File: src/rtl/fetch_prefetch_buffer.sv
// Instruction-fetch prefetch buffer: streams words from a combinational instruction memory
// into a small FIFO and hands them to the core with a valid/ready handshake and tagged PC.
module fetch_prefetch_buffer #(
    parameter int          ADDR_W    = 6,
    parameter int          DEPTH     = 4,
    parameter logic [31:0] RESET_PC  = 32'h0000_0000,
    parameter logic [31:0] NOP_INSTR = 32'h0000_0013
) (
    input  logic                     clk,
    input  logic                     reset_n,
    output logic [ADDR_W-1:0]        imem_reg,
    input  logic [31:0]              imem_data,
    output logic                     instr_valid,
    input  logic                     instr_ready,
    output logic [31:0]              instr_data,
    output logic [31:0]              instr_pc,
    input  logic                     redirect,
    input  logic [31:0]              redirect_pc,
    output logic [$clog2(DEPTH):0]   fifo_count
);

    localparam int               PTR_W    = $clog2(DEPTH);
    localparam logic [PTR_W:0]   DEPTH_C  = DEPTH[PTR_W:0];
    localparam logic [ADDR_W-1:0] RESET_IDX = RESET_PC[ADDR_W+1:2];

    logic [ADDR_W-1:0] fetch_idx;
    logic [PTR_W-1:0]  rd_ptr;
    logic [PTR_W-1:0]  wr_ptr;
    logic [PTR_W:0]    count;

    logic [31:0]       data_mem [DEPTH];
    logic [ADDR_W-1:0] idx_mem  [DEPTH];

    logic pop;
    logic push;

    assign instr_valid = (count != '0);
    assign pop         = instr_valid & instr_ready;
    // Redirect suppresses the push; a full FIFO may still push when the head leaves this cycle.
    assign push        = !redirect & ((count < DEPTH_C) | pop);

    assign imem_reg    = fetch_idx;
    assign fifo_count  = count;

    // Head outputs are masked while empty so stale or never-written entries never escape.
    assign instr_data  = instr_valid ? data_mem[rd_ptr] : NOP_INSTR;
    assign instr_pc    = instr_valid ? {{(30-ADDR_W){1'b0}}, idx_mem[rd_ptr], 2'b00} : 32'h0;

    // NOTE: sequential state uses non-blocking assignments so every register samples
    // pre-edge values regardless of statement order.
    always_ff @(posedge clk or negedge reset_n) begin
        if (!reset_n) begin
            fetch_idx <= RESET_IDX;
            rd_ptr    <= '0;
            wr_ptr    <= '0;
            count     <= '0;
        end else if (redirect) begin
            fetch_idx <= redirect_pc[ADDR_W+1:2];
            rd_ptr    <= '0;
            wr_ptr    <= '0;
            count     <= '0;
        end else begin
            if (push) begin
                fetch_idx <= fetch_idx + 1'b1;
                wr_ptr    <= wr_ptr + 1'b1;
            end
            if (pop) begin
                rd_ptr <= rd_ptr + 1'b1;
            end
            case ({push, pop})
                2'b10:   count <= count + 1'b1;
                2'b01:   count <= count - 1'b1;
                default: count <= count;
            endcase
        end
    end

    // NOTE: the storage array has no reset; occupancy tracking guarantees an entry is
    // written before it is ever presented, so resetting it would only cost flops.
    always_ff @(posedge clk) begin
        if (push) begin
            data_mem[wr_ptr] <= imem_data;
            idx_mem[wr_ptr]  <= fetch_idx;
        end
    end

endmodule

File: config.mk
export PLATFORM = sky130hd
export DESIGN_NAME = fetch_prefetch_buffer
export DESIGN_NICKNAME = d
export VERILOG_FILES = /design/src/rtl/fetch_prefetch_buffer.sv
export SDC_FILE = /design/constraint.sdc
export NUM_CORES = 1
export LEC_CHECK = 0
export BUFFER_PORTS_ARGS = -buffer_cell sky130_fd_sc_hd__buf_2
export CORE_AREA = 2 2 115 117
export DETAILED_ROUTE_END_ITERATION = 8
export DIE_AREA = 0 0 117 119
export PLACE_DENSITY = 0.8
export SYNTH_ARGS = -nofsm -noshare
export SYNTH_HDL_FRONTEND = slang
export SYNTH_SLANG_ARGS = --single-unit
File: constraint.sdc
create_clock -name clk -period 2.5 [get_ports clk]
set_input_delay 0.5 -clock clk [delete_from_list [all_inputs] [get_ports clk]]
set_output_delay 0.5 -clock clk [all_outputs]
set_load 0.05 [all_outputs]
* After elaboration in Yosys (flattened, before gate mapping)
Memory sizes are Yosys's and may differ from the RTL's. Cells that the tools add are included.
Storage, ports and cells: memory bits (read-only) 0, memories 2, bits in writable memories 152, register bits after elaboration 13, bits in latches 0, input bits 68
Memories:
- data_mem | depth 4, bits a word 32, read ports 1, clocked after memory_dff 0, write ports 1, line 31 | logic [31:0] data_mem [DEPTH];
- idx_mem | depth 4, bits a word 6, read ports 1, clocked after memory_dff 0, write ports 1, line 32 | logic [ADDR_W-1:0] idx_mem [DEPTH];
Cells by class: divide/modulo/power cells 0, order comparisons 1, reduce and logical (&&, ||, !) cells 5, bitwise logic cells 3, equal/unequal tests 2, multiply operators 0, shifts and indexed selects 0, muxes and demuxes 12, add/sub/neg operators 5
Operator list (number):
- 2-to-1 mux 32 bit | 1
- 2-to-1 mux 6 bit | 2
- 2-to-1 mux 2 bit | 4
- 2-to-1 mux 8 bit | 1
- adder 6 x 1 -> 6 bit (second input constant) | 1
- case mux 3 bit (2 select lines) | 1
- nonzero test 3 bit | 2
- adder 2 x 1 -> 2 bit (second input constant) | 2
- nonzero test 2 bit | 2
- adder 3 x 1 -> 3 bit (second input constant) | 1
- less-than comparator 3 bit (second input constant) | 1
- 2-to-1 mux 3 bit | 1
- subtractor 3 x 1 -> 3 bit (second input constant) | 1
- bitwise AND 1 bit | 2
- equality test 2 x 1 -> 1 bit (second input constant) | 1
- equality test 2 bit (second input constant) | 1
- 2-to-1 mux 1 bit | 2
- logical NOT 1 bit | 1
- bitwise OR 1 bit | 1

* Longest topological paths before layout
word-level depth 7, depth in mapped cells 6, mapped depth without buffers 5

* Least setup slack after synthesis
Ideal clock, no wire load.
kind register to output, from reg count[2], in the netlist fifo_count[2], to out instr_data[27], slack -152 ps, arrival time 2152 ps, data required time 2000 ps, buffers on the path 2, stages on the path, launching flop included 6, path through dfrtp_1 -> buf_6 -> nor3_1 -> inv_1 -> clkbuf_1 -> and2_1
On the way: longest elaborated chain between the ends 2
Ends and longest elaborated chain:
- from (decl) | line 29 | logic [PTR_W:0] count;
- from (signal assigned) | line 71 | 2'b10: count <= count + 1'b1;
- from (signal assigned) | line 72 | 2'b01: count <= count - 1'b1;
- from (signal assigned) | line 73 | default: count <= count;
- nonzero test 3 bit | line 37 | assign instr_valid = (count != '0);
- net instr_valid | line 13 | output logic instr_valid,
- 2-to-1 mux 32 bit | line 46 | assign instr_data = instr_valid ? data_mem[rd_ptr] : NOP_INSTR;
- to (decl) | line 15 | output logic [31:0] instr_data,
The timed path passes the listed nets, and every way through them passes these cells.

* Final worst setup path
from reg rd_ptr[0], to out instr_pc[4]
On the way: longest elaborated chain between the ends 2
Ends and longest elaborated chain:
- from (decl) | line 27 | logic [PTR_W-1:0] rd_ptr;
- from (signal assigned) | line 68 | rd_ptr <= rd_ptr + 1'b1;
- memory (4 x 6 bit)
- 2-to-1 mux 8 bit | line 47 | assign instr_pc = instr_valid ? {{(30-ADDR_W){1'b0}}, idx_mem[rd_ptr], 2'b00} : 32'h0;
- to (decl) | line 16 | output logic [31:0] instr_pc,
No other way between the ends.

==> flow_summary.yaml <==
status:
  status: "completed"
floorplanning:
  core-area_um2: 12900
  initial_utilization_pct: 52.0
  die-area_um2: 13900
  die_x_um: 117
  die_h_um: 119
  ioPinCount: 142
  rows: 42
routing:
  drtAntennaViolNets: 0
  wl_per_cell_um: 18.7
  routed_via_density: 5.32
  drt-total-wl_um: 12200
  drc: 0
  vias: 3456
  drtIter0Drc: 167
  dr.pass1.iters: 6
synthesis:
  post_synth.cell_area_avg_um2: 19.1
  ys_warn_count: 0
  synthDistinctLibCells: 31
  synth-seq-cells: 165
  yosysTopAreaCell: "edfxtp_1"
  seq_area_frac_synth_pct: 73.0
  syn_area_um2: 6700
  netlist.area_leader.share_pct: 68.1
  syn_inst: 350
  synth_area_leaders: "edfxtp_1, mux4_2, dfrtp_1"
timing:
  drv_slew: 0
  hold_viol: 0
  max_freq_mhz: 409
  setup_viol_count_final: 0
  timing.final.crit_share_pct: 97.8
  rsz0062_at_grt: "true"
  min_period_ns: 2.45
  fin_worst_skew_ns: 0.00846
final_layout:
  layout.nets: 535
  final_cells: 650
  diodes: 0
  finalInstanceArea_um2: 8330
  largest_reg_flops: 128
  drive_above_1_share_pct: 42.6
  syn2layout_area_growth_pct: 24.4
  fin_util_pct: 64.7
global_route:
  top_usage_layer: "met2"
  grt_pass1_vias: 3575
  grt_pass1_wl_um: 18800
  grt_max_degree: 37
  gr-total-overflow: 0
  antenna_found_initial: 0
  grt_use_met3_pct: 5.65
  grt_use_met1_pct: 23.4
  track_usage_pct: 18.6
  grt.met2_usage_pct: 31.3
hold_path:
  hp-class: "in2reg"
power_and_ir_drop:
  p_switching_mw: 3.51
  pwr-share-seq_pct: 34.9
  pwr-share-comb_pct: 39.5
  swShare_pct: 35.0
  pwr-share-clk_pct: 25.5
  p_total_mw: 10.0
  static-leakage-power_nw: 3.04
  peakVddDrop_uv: 650
  power.density_nw_per_um2: 1200
  p_int_mw: 6.52
worst_setup_path:
  endpoint_kind: "primary output"
  path_cells: "buf_12 -> clkbuf_16 -> mux4_2 -> and2_4 -> buf_6"
  path_class: "reg2out"
  start_kind: "flip-flop"
  path_delay_family: "multiplexers"
  path_buf_inv: 3
  slowest_stage: "mux4_2"
  crit_arrival_ns: 1.95
  crit_fanout: 6
  slowest_delay_ns: 0.52
  worstPathRequired_ns: 2.00
placed_design:
  dp_hpwl_um: 7440
  port_buffers: 89
  gp_congestion: 0.774
  placed_cells: 612
  place_area_um2: 7360
clock_tree:
  clock-sinks: 165
  cts_tree: "yes"
  cts_made_buffers: 17
  clk_latency_ns: 0.41
  htree_levels: 4
  clockBufferDepth: 2
  cts_root_buffer: "clkbuf_16"
  clk_pin_slew_ns: 0.06
flow_run:
  cap_violations: 0
==> power by group through the flow <==
stage          logic (mW)  registers (mW)  clock network, mW
3_5_place_dp         3.31            3.57                  0
4_1_cts              3.72            3.52               2.61
2_1_floorplan        2.46            3.62                  0
6_report             3.97            3.50               2.56
5_1_grt              4.19            3.53               2.74
3_3_place_gp         3.27            3.54                  0
==> metal layers <==
metal | up-vias | wire length, µm
met4 | 0 | 160
li1 | 1540 | -
met2 | 104 | 6380
met5 | - | 0
met3 | 18 | 550
met1 | 1794 | 5070
==> worst paths after layout <==
| kind | from | end | cells after the start | slack [ns] |
|---|---|---|---|---|
| hold / removal | imem_data[3] | data_mem[0][3] | 1 | 0.31 |
| max in group asynchronous | reset_n | rd_ptr[1] | 2 | 1.74 |
| hold reg to reg | wr_ptr[1] | wr_ptr[1] | 2 | 0.59 |
| setup reg to reg | fifo_count[2] | idx_mem[0][4] | 3 | 0.59 |
| min in group asynchronous | reset_n | fifo_count[2] | 2 | 0.52 |
| setup / recovery | rd_ptr[0] | instr_pc[4] | 5 | 0.05 |
==> cell families after synthesis <==
family / synth area share (%)
adders and majority gates: 1.23
AOI/OAI and AO/OA: 1.77
and+or+nand+nor: 5.81
DFF: 73.0
muxes: 12.9
buffers and inverters: 4.67
xor gates and xnor gates: 0.523
other: 0.0560
==> synthesized netlist by cell type <==
cell,number
a211o_2,1
a21oi_1,4
a31oi_1,4
and2_1,35
and3_1,4
buf_2,7
buf_4,26
buf_6,3
clkbuf_1,7
conb_1,1
dfrtp_1,13
edfxtp_1,152
fa_1,1
ha_1,5
inv_1,6
mux2i_1,1
mux4_2,38
nand2_1,7
nand3_1,2
nand3b_1,1
nor2_1,9
nor2b_4,1
nor3_1,1
o21ai_0,5
o311ai_0,1
o31ai_1,4
or2_2,3
or2b_1,1
or4_1,3
xnor2_1,2
xor2_1,2
==> stage by stage <==
stage	setup TNS (ns)	worst slack [ns]	hold WS, ns
floorplan	0	0.0510	0.204
global route	-0.302	-0.0291	0.282
finish	0	0.0548	0.306
global placement	0	0.334	0.395
detailed placement	0	0.323	0.398
CTS	-0.792	-0.0730	0.286
==> layout make-up <==
class,instances,area [µm²]
Clock inverter,5,30.0
Tap cell,176,220
Timing Repair Buffer,110,941
Clock buffer,27,579
Inverter,6,22.5
Sequential cell,165,4890
Multi-Input combinational cell,161,1640
Fill cell,885,4550
==> cells in the final DEF (no fill, tap or decap), types with 2 or more instances in the layout <==
cell and count:
conb_1 26, buf_12 8, buf_8 2, dfrtp_1 11, nand2_1 7, or4_1 3
o21ai_0 5, clkbuf_16 23, nor2_1 9, clkbuf_1 4, dfrtp_2 2, a21oi_1 4
edfxtp_1 152, xnor2_1 2, a31oi_1 4, xor2_1 2, inv_1 6, and2_4 15
nand3_1 2, clkinv_2 3, buf_4 11, buf_2 58, ha_1 5, or2_4 3
and3_2 4, buf_6 28, mux4_2 38, o31ai_1 4, and2_1 20
==> repair_timing <==
action | CTS | global route
cloned | 1 | 1
hold buffers | 1 | 0
hold endpoints to repair | 13 | 0
setup buffers | 3 | 1
endpoints found under the setup margin | 33 | 38
gates resized for setup | 47 | 53
(Power assumes the default switching activity.)
